[config.mk]
export PLATFORM = sky130hd
export DESIGN_NAME = mc_datapath_gen
export DESIGN_NICKNAME = d
export VERILOG_FILES = /design/src/rtl/mc_datapath_gen.sv
export SDC_FILE = /design/constraint.sdc
export NUM_CORES = 1
export LEC_CHECK = 0
export CORE_ASPECT_RATIO = 0.8
export CORE_MARGIN = 2
export CORE_UTILIZATION = 40
export DETAILED_ROUTE_END_ITERATION = 8
export PLACE_DENSITY = 0.64
export SYNTH_ARGS = -nofsm -noshare
export SYNTH_HDL_FRONTEND = slang
export SYNTH_SLANG_ARGS = --single-unit
[constraint.sdc]
create_clock -name clk -period 8.6 [get_ports clk]
set_input_delay 1.29 -clock clk [delete_from_list [all_inputs] [get_ports clk]]
set_output_delay 1.29 -clock clk [all_outputs]
set_load 0.05 [all_outputs]
[src/rtl/mc_datapath_gen.sv]
// Multicycle processor datapath with a shift-add multiplier.
// The multiplier is built only when MC_DATAPATH_MUL_EN is defined.
module mc_datapath_gen #(
  parameter int WIDTH = 32,
  parameter int NREG  = 16
) (
  input  logic             clk,
  input  logic             reset,
  input  logic [WIDTH-1:0] ReadData,
  output logic [WIDTH-1:0] Adr,
  output logic [WIDTH-1:0] WriteData,
  output logic [31:0]      Instr,
  output logic [3:0]       ALUFlags,
  input  logic             PCWrite,
  input  logic             RegWrite,
  input  logic             IRWrite,
  input  logic             AdrSrc,
  input  logic             ALUSrcA,
  input  logic [1:0]       RegSrc,
  input  logic [1:0]       ALUSrcB,
  input  logic [1:0]       ResultSrc,
  input  logic [1:0]       ImmSrc,
  input  logic [1:0]       ALUControl,
  input  logic             MulStart,
  output logic             MulBusy,
  output logic             MulDone
);
  localparam int RAW = $clog2(NREG);
  localparam logic [RAW-1:0] PC_ADR = RAW'(NREG - 1);

  logic [WIDTH-1:0] pc_reg, data_reg, a_reg, b_reg, aluout_reg;
  logic [31:0]      instr_reg;
  logic [WIDTH-1:0] rf [NREG];
  logic [RAW-1:0]   ra1, ra2, wa;
  logic [WIDTH-1:0] rd1, rd2, ext_imm, src_a, src_b, alu_result, result, mul_result;
  logic [WIDTH:0]   sum;
  logic             flag_c, flag_v;

  assign ra1 = RegSrc[0] ? PC_ADR : instr_reg[16 +: RAW];
  assign ra2 = RegSrc[1] ? instr_reg[12 +: RAW] : instr_reg[0 +: RAW];
  assign wa  = instr_reg[12 +: RAW];

  // The top register address aliases the current Result rather than storage.
  assign rd1 = (ra1 == PC_ADR) ? result : rf[ra1];
  assign rd2 = (ra2 == PC_ADR) ? result : rf[ra2];

  always_ff @(posedge clk) begin
    if (RegWrite && (wa != PC_ADR))
      rf[wa] <= result;
  end

  always_comb begin
    case (ImmSrc)
      2'd0:    ext_imm = {{(WIDTH-8){1'b0}}, instr_reg[7:0]};
      2'd1:    ext_imm = {{(WIDTH-12){1'b0}}, instr_reg[11:0]};
      2'd2:    ext_imm = {{(WIDTH-26){instr_reg[23]}}, instr_reg[23:0], 2'b00};
      default: ext_imm = '0;
    endcase
  end

  assign src_a = ALUSrcA ? a_reg : pc_reg;

  always_comb begin
    case (ALUSrcB)
      2'd0:    src_b = b_reg;
      2'd1:    src_b = ext_imm;
      2'd2:    src_b = WIDTH'(4);
      default: src_b = '0;
    endcase
  end

  // Subtraction is a + ~b + 1 so the carry out reads as "no borrow".
  always_comb begin
    sum        = '0;
    alu_result = '0;
    flag_c     = 1'b0;
    flag_v     = 1'b0;
    case (ALUControl)
      2'd0: begin
        sum        = {1'b0, src_a} + {1'b0, src_b};
        alu_result = sum[WIDTH-1:0];
        flag_c     = sum[WIDTH];
        flag_v     = (src_a[WIDTH-1] == src_b[WIDTH-1]) && (alu_result[WIDTH-1] != src_a[WIDTH-1]);
      end
      2'd1: begin
        sum        = {1'b0, src_a} + {1'b0, ~src_b} + {{WIDTH{1'b0}}, 1'b1};
        alu_result = sum[WIDTH-1:0];
        flag_c     = sum[WIDTH];
        flag_v     = (src_a[WIDTH-1] != src_b[WIDTH-1]) && (alu_result[WIDTH-1] != src_a[WIDTH-1]);
      end
      2'd2:    alu_result = src_a & src_b;
      default: alu_result = src_a | src_b;
    endcase
  end

  assign ALUFlags = {alu_result[WIDTH-1], (alu_result == '0), flag_c, flag_v};

  always_comb begin
    case (ResultSrc)
      2'd0:    result = aluout_reg;
      2'd1:    result = data_reg;
      2'd2:    result = alu_result;
      default: result = mul_result;
    endcase
  end

  assign Adr       = AdrSrc ? result : pc_reg;
  assign WriteData = b_reg;
  assign Instr     = instr_reg;

  always_ff @(posedge clk or negedge reset) begin
    if (!reset) begin
      pc_reg     <= '0;
      instr_reg  <= '0;
      data_reg   <= '0;
      a_reg      <= '0;
      b_reg      <= '0;
      aluout_reg <= '0;
    end else begin
      if (PCWrite) pc_reg <= result;
      if (IRWrite) instr_reg <= ReadData[31:0];
      data_reg   <= ReadData;
      a_reg      <= rd1;
      b_reg      <= rd2;
      aluout_reg <= alu_result;
    end
  end

`ifdef MC_DATAPATH_MUL_EN
  typedef enum logic [1:0] {IDLE, RUN, DONE} mul_state_t;
  localparam int CW = $clog2(WIDTH);

  mul_state_t       state_reg, state_next;
  logic [WIDTH-1:0] mcand_reg, mcand_next, mplier_reg, mplier_next;
  logic [WIDTH-1:0] acc_reg, acc_next, prod_reg, prod_next;
  logic [CW-1:0]    cnt_reg, cnt_next;

  always_ff @(posedge clk or negedge reset) begin
    if (!reset) begin
      state_reg  <= IDLE;
      mcand_reg  <= '0;
      mplier_reg <= '0;
      acc_reg    <= '0;
      prod_reg   <= '0;
      cnt_reg    <= '0;
    end else begin
      state_reg  <= state_next;
      mcand_reg  <= mcand_next;
      mplier_reg <= mplier_next;
      acc_reg    <= acc_next;
      prod_reg   <= prod_next;
      cnt_reg    <= cnt_next;
    end
  end

  always_comb begin
    state_next  = state_reg;
    mcand_next  = mcand_reg;
    mplier_next = mplier_reg;
    acc_next    = acc_reg;
    prod_next   = prod_reg;
    cnt_next    = cnt_reg;
    MulBusy     = 1'b0;
    MulDone     = 1'b0;
    case (state_reg)
      IDLE: begin
        if (MulStart) begin
          state_next  = RUN;
          mcand_next  = a_reg;
          mplier_next = b_reg;
          acc_next    = '0;
          cnt_next    = '0;
        end
      end
      RUN: begin
        MulBusy     = 1'b1;
        acc_next    = acc_reg + (mplier_reg[0] ? mcand_reg : {WIDTH{1'b0}});
        mcand_next  = mcand_reg << 1;
        mplier_next = mplier_reg >> 1;
        cnt_next    = cnt_reg + 1'b1;
        // Product is captured on the last iteration so it is visible during DONE.
        if (cnt_reg == CW'(WIDTH - 1)) begin
          state_next = DONE;
          prod_next  = acc_next;
        end
      end
      DONE: begin
        MulDone    = 1'b1;
        state_next = IDLE;
      end
      default: state_next = IDLE;
    endcase
  end

  assign mul_result = prod_reg;
`else
  logic unused_mulstart;
  assign unused_mulstart = MulStart;
  assign MulBusy    = 1'b0;
  assign MulDone    = 1'b0;
  assign mul_result = '0;
`endif

endmodule

# == After elaboration in Yosys (flattened, before gate mapping) ==
# Memory sizes are Yosys's and may differ from the RTL's.
# Index checks and enable logic that the tools add are counted.
# W data, S select, Z words.
# word_totals
reg_bits,192
ramBits,512
inputBits,50
output_inout_bits,102
mem_count,1
# op_classes
add_sub_neg,3
eq_ne,15
n_mux,14
bitwise,3
reduce_logical,8
# memory_table
memory,depth,word_bits,read_ports,rd_clocked_by_memory_dff,write_ports,line,source
rf,16,32,2,0,1,33,logic [WIDTH-1:0] rf [NREG];
# ops
op,n
$pmux W32 S3,4
$mux W32,4
$add A32 B32 Y33,2
$add A33 B1 Y33 const B,1
$and A32 B32 Y32,1
$logic_not A32 Y1,1
$not A32 Y32,1
$or A32 B32 Y32,1
$eq A2 B1 Y1 const B,4
$eq A2 B2 Y1 const B,4
$eq A4 B4 Y1 const B,2
$logic_not A2 Y1,4
$mux W4,2
$ne A4 B4 Y1 const B,1
$pmux W1 S2,2
$logic_and A1 B1 Y1,3
$ne A1 B1 Y1,3
$mux W1,2
$eq A1 B1 Y1,1

# == Longest topological paths before layout ==
# depth
word_depth,9
depth_mapped,18
ltp_nobuf,17

# == Worst setup path before layout ==
# Ideal clock, no wire load.
# synth_timing
kind,input-to-output
from,in ALUSrcA
to,out Adr[30]
arrival_ns,6.091
slack_ns,1.219
path_stages,18
path_cell_list,clkbuf_1 > clkbuf_1 > mux2_2 > inv_1 > ha_1 > inv_1 > fa_1 > nor2b_1 > o211a_1 > nor4_2 > or3b_1 > nand2_1 > a2111oi_0 > mux2i_1 > nor2_1 > o32ai_1 > o21ai_1 > a21oi_1
# synth_via
elab_chain_len,6
# synth_rtl
element,line,source
"start, declared",18,"input logic ALUSrcA,"
$mux W32 *,61,assign src_a = ALUSrcA ? a_reg : pc_reg;
$add A32 B32 Y33,86,"sum = {1'b0, src_a} + {1'b0, ~src_b} + {{WIDTH{1'b0}}, 1'b1};"
$add A33 B1 Y33,86,
$pmux W32 S3 *,78,case (ALUControl)
net alu_result[30],35,"logic [WIDTH-1:0] rd1, rd2, ext_imm, src_a, src_b, alu_result, result, mul_result;"
$pmux W32 S3 *,99,case (ResultSrc)
$mux W32 *,107,assign Adr = AdrSrc ? result : pc_reg;
"end, declared",10,"output logic [WIDTH-1:0] Adr,"
# The timed path passes the listed nets; every way through them passes the cells marked *.

# == Worst setup path after layout ==
# layout_timing
from,in ALUSrcB[0]
to,out ALUFlags[2]
# layout_via
elab_chain_len,7
# layout_rtl
element,line,source
"start, declared",20,"input logic [1:0] ALUSrcB,"
"$eq A2 B2 Y1, or another cell as far along",64,case (ALUSrcB)
$pmux W32 S3 *,64,
$not A32 Y32,86,
$add A32 B32 Y33,86,
$add A33 B1 Y33,86,
$pmux W32 S3 *,78,
net alu_result[10],35,
$logic_not A32 Y1 *,96,"assign ALUFlags = {alu_result[WIDTH-1], (alu_result == '0), flag_c, flag_v};"
"end, declared",13,"output logic [3:0] ALUFlags,"
# Marks and branches as above.

==> impl_results.md <==
* Status: complete, no violations
* Vias in the first global route at 25.6k
* Final min period at 8.31 ns
* Starting Density at 40.6%
* Hold Fails Final Rpt at 0
* First-pass GRT wire length at 176 mm
* Clock slew at reported path FFs at 0.06 ns
* DRC viols at 0
* Setup_tns at 0 ns
* Synthesized area at 36,400 sq um
* WP data arrival at 7.02 ns
* Register with the most flip-flops: rf
* Die footprint at 93,500 sq um
* Total GRT Usage at 25.8%
* Clk Latency, worst-skew pair at 0.64 ns
* Post-CTS Repair Setup Buffers at 0
* Synth warn at 0
* Syn_area_per_cell at 12.3 sq um
* Io pins at 152
* Vias at 27.1k
* Avg WL per Cell at 28.3 microns
* Nets at 3,235
* Multi-input gate area at 15,400 sq um
* Startpoint Class: primary input
* Setup CP Type: primary input to primary output
* Reg area at 20,000 sq um
* Leakage at 15.9 nW
* 1st-pass router iterations at 6
* RSZ-0062 raised after global routing: false
* # fillers at 8,024
* Root Buffer: clkbuf_16
* Number of core rows at 98
* Clock Path Buffers at 3
* PostCTS Resize Cnt at 0
* Vias per std cell at 6.23
* Max_slew headroom at 15.0%
* Num Clock Sinks at 698
* Post-synth top flop: edfxtp_1
* VDD IR max at 0.144 mV
* Post-synth EDFFs at 506
* Seq/Total Area, Yosys at 54.9%
* Post-DP HPWL at 76.7 mm
* Synth async-reset ratio at 27.5%
* Max cap viols at 0
* Height of the chip at 274 microns
* CTS tree: done
* Worst-path fanout max at 15
* Syn-to-layout area delta at 15.3%
* Crit. End Element: primary output
* Final ANT Viol Nets at 0
* Final worst path period share at 96.7%
* Least-Margin Pin Slew at 1.25 ns
* Total congestion overflow at 0
* Share of cells above drive strength 1 at 16.6%
* Routed wire length at 123 mm
* Die W at 341 microns
* Post-synthesis cell count at 2,956
* RePlAce Congestion at 0.958
* Core ar. at 89,800 sq um
* # hold bufs at CTS at 0
* Iter 0 DRT Violations at 3,734
* Power per cell area at 246 nW/um^2
* CTS buffer count at 71
* Initial antenna violation count at 2
* Cell variety after synth at 93
* Fmax at 0.120 GHz
* Number of I/O port buffers at 148
* Synth Register Bits at 698
* Final Skew at 0.0311 ns
* Max reg flops at 506
* # setup viols final at 0
* Total Power at 10.3 mW
* Worst EP required at 7.31 ns
* Max Slew Vio Count at 0
* Largest net degree at the start of global routing at 137
* Worst min path class: flip-flop to flip-flop
* CTS H-tree lvls at 3
through the flow:
stage / utilization [%] / cell area (sq um) / setup WS, ns / hold WS, ns / std cells
final: 46.8 / 42000 / 0.287 / 0.506 / 4346
after global routing: 46.8 / 42000 / 0.0614 / 0.523 / 4345
after CTS: 46.8 / 42000 / 0.261 / 0.510 / 4345
after detailed placement: 44.2 / 39700 / 0.305 / 0.496 / 4214
after global placement: 44.2 / 39700 / 0.314 / 0.492 / 4214
after floorplan: - / 36500 / 1.22 / 0.495 / 2983
final cells by class:
cell class	count	share of cell area, %
well taps	1200	3.58
diodes	1	0.00596
flip-flops and latches	698	47.6
clock inverters	20	0.322
inverters	134	1.20
multi-input cells	1929	36.7
clock buffers	111	5.08
repair buffers	253	5.51
synth_stat cells, types with 34 or more instances:
cell / instances / area share (%)
mux2_2: 84 / 2.6
nor2_1: 202 / 2.1
clkbuf_1: 157 / 1.6
nand2_1: 235 / 2.4
dfrtp_1: 192 / 13
o21ai_0: 78 / 1.1
mux2i_1: 175 / 4.8
a21oi_1: 221 / 3.0
buf_1: 40 / 0.41
edfxtp_1: 506 / 42
o22ai_1: 57 / 0.98
o221ai_1: 95 / 2.3
ha_1: 96 / 3.3
mux4_2: 130 / 8.0
inv_1: 131 / 1.3
nand3_1: 94 / 1.3
nor3_1: 34 / 0.47
power breakdown:
group / total [mW] / internal, mW / leakage, nW / switching [mW]
Clock: 3.06 / 1.74 / 1.11 / 1.33
Combinational: 3.05 / 1.05 / 7.91 / 1.99
Sequential: 4.23 / 3.99 / 6.89 / 0.234
critical path: stages:
cell and delay [ns]:
clkdlybuf4s50_1 0.54, nor4bb_4 0.46, buf_4 0.37, a221oi_1 0.21, ha_1 0.44, a211o_1 0.37
a2111oi_4 0.46, o31ai_2 0.17, o22ai_1 0.18, a221oi_1 0.16, or4_1 0.60, a311o_1 0.37
nor4b_2 0.31, nand4b_1 0.24, nand4bb_4 0.29, nor4b_4 0.36, buf_12 0.18
final timing paths:
| kind | slack (ns) | depth (start not counted) | start | to |
|---|---|---|---|---|
| setup / recovery | 0.29 | 17 | ALUSrcB[0] | ALUFlags[2] |
| hold / removal | 0.51 | 1 | Instr[28] | Instr[28] |
| setup reg to reg | 2.99 | 16 | WriteData[0] | rf[3][30] |
| hold reg to reg | 0.51 | 1 | Instr[28] | Instr[28] |
| max in group asynchronous | 6.61 | 2 | reset | Instr[18] |
| min in group asynchronous | 0.65 | 1 | reset | aluout_reg[4] |
kinds of logic after synthesis:
logic type / after synthesis / share of synthesized area (%)
AO/OA/AOI/OAI: 704 / 13.2
AND/OR/NAND/NOR: 690 / 8.74
other: 1 / 0.0103
flip-flops: 698 / 54.9
adder cells (fa/ha/maj): 98 / 3.41
multiplexers: 389 / 15.4
buffers and inverters: 356 / 3.80
XOR/XNOR: 20 / 0.481
placed cells by master, fill, tap and decap left out, drive strengths merged, types with 12 or more instances in the layout:
| cell | instances |
|---|---|
| nand2 | 235 |
| o221ai | 95 |
| o211ai | 16 |
| nor3 | 34 |
| clkinv | 16 |
| o21bai | 12 |
| conb | 28 |
| and3 | 12 |
| nand2b | 15 |
| a31oi | 15 |
| nand3 | 94 |
| mux2 | 84 |
| a22oi | 28 |
| nor2 | 202 |
| mux2i | 175 |
| mux4 | 130 |
| a211oi | 16 |
| inv | 135 |
| a21o | 17 |
| xnor2 | 18 |
| a32oi | 21 |
| clkbuf | 112 |
| o22ai | 57 |
| clkdlybuf4s50 | 115 |
| a311oi | 18 |
| buf | 137 |
| ha | 96 |
| dfrtp | 192 |
| o21ai | 81 |
| edfxtp | 506 |
| nor2b | 31 |
| a21oi | 222 |
metal layers:
metal	up-vias	routed length (microns)	track usage (%)
li1	11600	-	-
met1	13600	52600	37.9
met2	1685	51700	36.8
met3	223	14700	7.28
met4	0	3920	8.02
met5	-	0	0
No activity file was read; power rests on OpenSTA's default activity.
